--- config.mk ---
export PLATFORM = sky130hd
export DESIGN_NAME = pixel_burst_packer
export DESIGN_NICKNAME = d
export VERILOG_FILES = /design/src/rtl/pixel_burst_packer.sv
export SDC_FILE = /design/constraint.sdc
export NUM_CORES = 1
export LEC_CHECK = 0
export BUFFER_PORTS_ARGS = -buffer_cell sky130_fd_sc_hd__buf_2
export CELL_PAD_IN_SITES_DETAIL_PLACEMENT = 1
export CELL_PAD_IN_SITES_GLOBAL_PLACEMENT = 1
export CORE_MARGIN = 3
export CORE_UTILIZATION = 48
export CTS_BUF_LIST = sky130_fd_sc_hd__clkbuf_16
export DETAILED_ROUTE_END_ITERATION = 7
export PLACE_DENSITY = 0.85
export SYNTH_ARGS = -nofsm -noshare
export SYNTH_HDL_FRONTEND = slang
export SYNTH_SLANG_ARGS = --single-unit
--- constraint.sdc ---
create_clock -name clk -period 7.2 [get_ports clk]
set_input_delay 1.44 -clock clk [delete_from_list [all_inputs] [get_ports clk]]
set_output_delay 1.44 -clock clk [all_outputs]
set_load 0.01 [all_outputs]
--- src/rtl/pixel_burst_packer.sv ---
// Packs a one-pixel-per-beat stream into PIXELS_PER_BURST-wide bursts with SOF/SOL/EOL/EOF on tuser.
// Define PACKER_FRAME_CNT_EN to add the 16-bit frame_count output (EOF handshakes since srst).
module pixel_burst_packer #(
  parameter int PIXEL_BIT_WIDTH  = 16,
  parameter int PIXELS_PER_BURST = 16,
  parameter int USER_WIDTH       = 4,
  parameter int OUT_ROWS         = 48,
  parameter int OUT_COLS         = 48
) (
  input  logic                                         clk,
  input  logic                                         srst,
  input  logic                                         s_axis_tvalid,
  output logic                                         s_axis_tready,
  input  logic [PIXEL_BIT_WIDTH-1:0]                   s_axis_tdata,
  input  logic                                         s_axis_sof,
  output logic                                         m_axis_tvalid,
  input  logic                                         m_axis_tready,
  output logic [PIXEL_BIT_WIDTH*PIXELS_PER_BURST-1:0]  m_axis_tdata,
  output logic [USER_WIDTH-1:0]                        m_axis_tuser,
  output logic                                         sync_err
`ifdef PACKER_FRAME_CNT_EN
  ,
  output logic [15:0]                                  frame_count
`endif
);
  localparam int DATA_W = PIXEL_BIT_WIDTH * PIXELS_PER_BURST;
  localparam int LANE_W = $clog2(PIXELS_PER_BURST);
  localparam int COL_W  = (OUT_COLS > 1) ? $clog2(OUT_COLS) : 1;
  localparam int ROW_W  = (OUT_ROWS > 1) ? $clog2(OUT_ROWS) : 1;
  localparam logic [LANE_W-1:0] LANE_LAST = LANE_W'(PIXELS_PER_BURST - 1);
  localparam logic [COL_W-1:0]  COL_LAST  = COL_W'(OUT_COLS - 1);
  localparam logic [ROW_W-1:0]  ROW_LAST  = ROW_W'(OUT_ROWS - 1);

  logic [LANE_W-1:0]     lane_q, lane_d;
  logic [COL_W-1:0]      col_q, col_d;
  logic [ROW_W-1:0]      row_q, row_d;
  logic [DATA_W-1:0]     acc_q, acc_d;
  logic                  m_tvalid_q, m_tvalid_d;
  logic [DATA_W-1:0]     m_tdata_q, m_tdata_d;
  logic [USER_WIDTH-1:0] m_tuser_q, m_tuser_d;
  logic                  sync_err_q, sync_err_d;

  logic                  completing, accept, resync, complete, sol, eol;
  logic [LANE_W-1:0]     eff_lane;
  logic [COL_W-1:0]      eff_col;
  logic [ROW_W-1:0]      eff_row;
  logic [DATA_W-1:0]     acc_wr;
  logic [PIXEL_BIT_WIDTH-1:0] lane_wr [PIXELS_PER_BURST];

  // Ready only depends on state, so a burst-closing pixel waits for output space.
  assign completing    = (lane_q == LANE_LAST) || (col_q == COL_LAST);
  assign s_axis_tready = !completing || !m_tvalid_q || m_axis_tready;

  always_comb begin
    accept   = s_axis_tvalid && s_axis_tready;
    resync   = accept && s_axis_sof && ((row_q != '0) || (col_q != '0));
    eff_lane = resync ? '0 : lane_q;
    eff_col  = resync ? '0 : col_q;
    eff_row  = resync ? '0 : row_q;
    complete = accept && ((eff_lane == LANE_LAST) || (eff_col == COL_LAST));
    sol      = (int'(eff_col) == int'(eff_lane));
    eol      = (eff_col == COL_LAST);
  end

  // A resync drops the partial burst before the resyncing pixel lands in lane 0.
  for (genvar gi = 0; gi < PIXELS_PER_BURST; gi++) begin : g_lane
    assign lane_wr[gi] = (accept && (eff_lane == LANE_W'(gi))) ? s_axis_tdata :
                         (resync ? '0 : acc_q[gi*PIXEL_BIT_WIDTH +: PIXEL_BIT_WIDTH]);
  end

  always_comb begin
    acc_wr = '0;
    for (int k = 0; k < PIXELS_PER_BURST; k++) begin
      acc_wr[k*PIXEL_BIT_WIDTH +: PIXEL_BIT_WIDTH] = lane_wr[k];
    end
  end

  always_comb begin
    lane_d     = lane_q;
    col_d      = col_q;
    row_d      = row_q;
    acc_d      = acc_q;
    m_tvalid_d = m_tvalid_q;
    m_tdata_d  = m_tdata_q;
    m_tuser_d  = m_tuser_q;
    sync_err_d = sync_err_q || resync;
    if (accept) begin
      acc_d  = complete ? '0 : acc_wr;
      lane_d = complete ? '0 : eff_lane + LANE_W'(1);
      if (eff_col == COL_LAST) begin
        col_d = '0;
        row_d = (eff_row == ROW_LAST) ? '0 : eff_row + ROW_W'(1);
      end else begin
        col_d = eff_col + COL_W'(1);
        row_d = eff_row;
      end
    end
    if (complete) begin
      m_tvalid_d   = 1'b1;
      m_tdata_d    = acc_wr;
      m_tuser_d    = '0;
      m_tuser_d[0] = sol && (eff_row == '0);
      m_tuser_d[1] = sol;
      m_tuser_d[2] = eol;
      m_tuser_d[3] = eol && (eff_row == ROW_LAST);
    end else if (m_axis_tready) begin
      m_tvalid_d = 1'b0;
    end
  end

  always_ff @(posedge clk) begin
    if (srst) begin
      lane_q     <= '0;
      col_q      <= '0;
      row_q      <= '0;
      acc_q      <= '0;
      m_tvalid_q <= 1'b0;
      m_tdata_q  <= '0;
      m_tuser_q  <= '0;
      sync_err_q <= 1'b0;
    end else begin
      lane_q     <= lane_d;
      col_q      <= col_d;
      row_q      <= row_d;
      acc_q      <= acc_d;
      m_tvalid_q <= m_tvalid_d;
      m_tdata_q  <= m_tdata_d;
      m_tuser_q  <= m_tuser_d;
      sync_err_q <= sync_err_d;
    end
  end

  assign m_axis_tvalid = m_tvalid_q;
  assign m_axis_tdata  = m_tdata_q;
  assign m_axis_tuser  = m_tuser_q;
  assign sync_err      = sync_err_q;

`ifdef PACKER_FRAME_CNT_EN
  logic [15:0] frame_count_q, frame_count_d;

  always_comb begin
    frame_count_d = frame_count_q;
    if (m_tvalid_q && m_axis_tready && m_tuser_q[3]) frame_count_d = frame_count_q + 16'd1;
  end

  always_ff @(posedge clk) begin
    if (srst) frame_count_q <= '0;
    else      frame_count_q <= frame_count_d;
  end

  assign frame_count = frame_count_q;
`endif
endmodule

==> reports/summary.md <==
The CTS root buffer is sky130_fd_sc_hd__clkbuf_16. The most frequent cell after synthesis is sky130_fd_sc_hd__dfxtp_1. For the number of buffers inserted during clock tree synthesis, the log shows 54. The initial utilization of the core area, before any placement, comes to 49.3%. Relative max-transition margin: 12.7%. The clock net sink count came out at 534. In this run the worst setup path begins at s_axis_tvalid. The worst reg2reg path depth is 10.

The setup slack on the worst flop-to-flop path was 2.84 ns. The XOR/XNOR share of the synthesized area is 0.125%, and the number of vias in the routed layout is 18,067. During synthesis, Yosys emitted a total of 0 warnings. The post-synth net total came out at 2,185. Multiplexer cells account for 9.18% of the synthesized area.

After detailed placement, the total cell area comes to 22,500 um^2. The detail route stage leaves a number of antenna-violating nets equal to 0. The measured slew at the worst slew-check pin came out at 1.30 ns. The delay of the slowest critical-path stage was 1.08 ns. The routability congestion estimate came out at 0.864.

In this run the count of I/O pins placed on the die edge is 284. The number of setup buffers added after CTS is 0. Count of pins over their slew limit: 0. The area fraction of the dominant cell type after synthesis is 51.1%.

The number of placed instances, taps included, is 2,825. The count of final hold-check violations was 0. In this run the horizontal extent of the chip is 215 um. The sum of negative setup slack was 0 ns; the overflow left after global routing was 0. For this run, asynchronously set or reset flops after synthesis account for 0%. The arrival time of the worst setup path came out at 5.43 ns.

The tools report the kind of end point of the critical path as a register. The number of iterations in the first detailed-routing pass was 8; the static leakage was 9.07 nW. The signal on the critical path passes through buf_2, o221a_2, and2_1, nor2b_1, ha_1, nand3_1, o211ai_1, or2_1, o21ai_1, a22o_1.

The share of synthesized cell area in full adder, half adder and majority cells is 0.120%, and the post-CTS clock slew at the launch and capture registers of the worst setup and hold paths is 0.06 ns. The critical path is of the primary input to register type. Summing the areas of all and, or, nand and nor instances in the mapped netlist gives 11.9% of the synthesized area. The last element of the critical path was acc_q[77]$_SDFFE_PP0P_. The critical path startpoint category is a primary input. The most used flip-flop cell after synthesis is sky130_fd_sc_hd__dfxtp_1. The startpoint of the most critical register-to-register path is lane_q[0]$_SDFFE_PP0P_. The count of state elements after synthesis is 534, and the clock skew is 0.0248 ns. The per-cell via count in the routed design works out to 6.18. The peak supply drop came out at 159 uV.

After detailed routing, the average wire length per cell comes to 24.4 um. The number of port buffers works out to 283. The maximum buffer depth of the clock tree was 3; the summed area of non-filler cells in the final layout was 24,200 um^2.

In this run the standard cell core region covers 42,500 um^2. The number of global-route vias before repair is 18,290. TritonCTS built the clock tree. Summed over all nets, the half-perimeter wirelength after detailed placement is 45,600 um. The tools report the number of nets in the final layout as 2,327. In this run, synthesis inferred 0 flip-flops with an integrated enable. At the later pin of the worst-skew pair, clock insertion delay measures 0.61 ns. At the worst endpoint, the required time is 7.74 ns. Of the available clock period, the critical path in the final layout requires 67.9%. In the final layout, the share of cells above drive strength 1 is 18.2%. Family with the most delay on the worst path: compound AO/OA/AOI/OAI gates.

The first global-routing pass estimated 110,000 um of wire. For the total routed wirelength, the log shows 71,500 um. The tools report the number of rows in the core area as 75. Count of hold-fix buffers inserted at cts: 0. The run gives 2 as the depth of the CTS H-tree. Timing would allow up to 205 MHz. The floorplan step defined a die boundary enclosing 46,200 um^2. Yosys attributes the largest share of cell area to sky130_fd_sc_hd__dfxtp_1 (51%), sky130_fd_sc_hd__mux2i_1 (9.2%), sky130_fd_sc_hd__a211oi_1 (7.5%), sky130_fd_sc_hd__nor2_1 (6.8%), sky130_fd_sc_hd__a22o_1 (3.3%). After detailed routing, the number of remaining DRC violations is 0. The largest family of logic cells by synthesized area was compound AO/OA/AOI/OAI gates.

The power per cell area was 248 nW/um^2; the total setup violations reported at the end of the flow was 0. For the number of antenna violations at the first check in global routing, the log shows 1. Setup repair after global routing left no endpoint under its margin. The average instance in the mapped netlist occupies 9.68 um^2.

After synthesis the cells add up to 20,900 um^2. The routed design could run at a clock period as short as 4.89 ns. The slowest stage of the critical path is the sky130_fd_sc_hd__o21ai_1 cell. Across every metal layer, demand over resource in global routing totals 29.9%. sky130_fd_sc_hd__dfxtp_1 takes more of the synthesized area than any other cell.

The detailed router finished its first iteration with 1,666 violations. The number of different library cells used by synthesis comes to 59. The capturing point of the worst reg2reg path was acc_q[77]$_SDFFE_PP0P_. The flow ran to the end, and the final reports show no timing, DRC or antenna violations. The post-synthesis sequential area ratio came out at 51.1%. Once the clock tree was built, the resizer swapped 0 gates to a different size. Summing the areas of all compound-gate instances in the mapped netlist gives 22.9% of the synthesized area.

Entering global routing, the biggest net connects 183 pins. The type of the most critical hold path was register to register. The post-layout instance count excluding filler cells is 2,925. The buffer and inverter count on the worst path was 1; the die boundary height was 215 um. After technology mapping, the gate count stands at 2,162.

By count the netlist is led by sky130_fd_sc_hd__dfxtp_1 (534), sky130_fd_sc_hd__nor2_1 (382), sky130_fd_sc_hd__a211oi_1 (209), sky130_fd_sc_hd__mux2i_1 (192), sky130_fd_sc_hd__clkbuf_1 (141). Relative to the synthesized area, the layout overhead comes to 15.4%. The max-cap violation count is 0, and the maximum fanout along the worst path is 35.

Number of cells on the critical path: 10.
[worst min path at each step]
stage	start	end	cells after the start	slack [ns]
6_report	acc_q[89]$_SDFFE_PP0P_	acc_q[89]$_SDFFE_PP0P_	2	0.46
5_1_grt	acc_q[55]$_SDFFE_PP0P_	acc_q[55]$_SDFFE_PP0P_	1	0.49
4_1_cts	acc_q[89]$_SDFFE_PP0P_	acc_q[89]$_SDFFE_PP0P_	2	0.46
3_5_place_dp	acc_q[53]$_SDFFE_PP0P_	acc_q[53]$_SDFFE_PP0P_	1	0.45
3_3_place_gp	acc_q[158]$_SDFFE_PP0P_	acc_q[158]$_SDFFE_PP0P_	2	0.43
2_1_floorplan	acc_q[152]$_SDFFE_PP0P_	acc_q[152]$_SDFFE_PP0P_	2	0.42
[per-stage QoR]
stage                     hold slack (ns)  util (%)  worst slack [ns]  power (mW)
after floorplan                     0.424         -              2.67        3.23
after CTS                           0.465      56.8              2.47        6.02
final                               0.462      56.8              2.31        6.00
after global placement              0.434      52.9              2.12        3.34
after global routing                0.485      56.8              2.08        6.18
after detailed placement            0.448      52.9              1.85        3.34
[cells in the final DEF, fill, tap and decap left out, types with 6 or more instances in the layout]
master,netlist,routed
sky130_fd_sc_hd__a221oi_1,49,49
sky130_fd_sc_hd__clkbuf_16,0,55
sky130_fd_sc_hd__and3_1,19,19
sky130_fd_sc_hd__clkinv_1,2,14
sky130_fd_sc_hd__a22o_1,80,80
sky130_fd_sc_hd__a211oi_1,209,209
sky130_fd_sc_hd__buf_4,1,26
sky130_fd_sc_hd__nand3_1,9,9
sky130_fd_sc_hd__a31oi_1,6,6
sky130_fd_sc_hd__dfxtp_1,534,534
sky130_fd_sc_hd__o21ai_0,87,86
sky130_fd_sc_hd__inv_1,9,19
sky130_fd_sc_hd__and2_1,20,20
sky130_fd_sc_hd__a21oi_1,15,15
sky130_fd_sc_hd__a22oi_1,25,25
sky130_fd_sc_hd__or3_1,16,16
sky130_fd_sc_hd__clkinv_2,0,15
sky130_fd_sc_hd__o2bb2ai_1,48,48
sky130_fd_sc_hd__o21ai_1,14,15
sky130_fd_sc_hd__buf_2,71,282
sky130_fd_sc_hd__mux2i_1,192,192
sky130_fd_sc_hd__nand2b_1,7,7
sky130_fd_sc_hd__a32oi_1,66,66
sky130_fd_sc_hd__nor2_1,382,378
sky130_fd_sc_hd__a32o_1,8,8
sky130_fd_sc_hd__nand2_1,66,66
[cell type report]
class                   instances  area (um^2)
clock inverters                44          302
multi-input cells            1391         9340
repair buffers                312         1680
diodes                          1         2.50
flip-flops and latches        534        10700
fillers                      4772        18400
inverters                      11         41.3
clock buffers                  55         1380
well taps                     577          722
[report_power, final]
part	internal (mW)	switching [mW]	total, mW
sequential	2.97	0.0136	2.98
clock	1.52	1.18	2.71
combinational	0.0613	0.245	0.306
[metal layers]
| metal | track usage [%] | share of wire [%] | up-vias |
|---|---|---|---|
| li1 | - | - | 8235 |
| met1 | 39.3 | 42 | 8980 |
| met2 | 49.8 | 47 | 679 |
| met3 | 4.07 | 6.1 | 173 |
| met4 | 12.5 | 4.2 | 0 |
| met5 | 0 | 0 | - |
[sequential cells by signal (all words and copies together) (netlist names)]
| register | flops |
|---|---|
| col_q | 6 |
| m_axis_tdata | 256 |
| lane_q | 4 |
| m_axis_tvalid | 1 |
| m_axis_tuser | 4 |
| row_q | 6 |
| acc_q | 256 |
| sync_err | 1 |
[worst min-delay path, stage by stage (launching register included)]
cell and delay (ns):
sky130_fd_sc_hd__dfxtp_1 0.31, sky130_fd_sc_hd__nand2_1 0.05, sky130_fd_sc_hd__o21ai_1 0.05
[kinds of logic after synthesis]
group,Yosys count
AND/OR/NAND/NOR,567
adder cells (fa/ha/maj),2
buffers and inverters,237
XOR/XNOR,3
multiplexers,192
AO/OA/AOI/OAI,627
flip-flops,534
(Power assumes the default switching activity.)
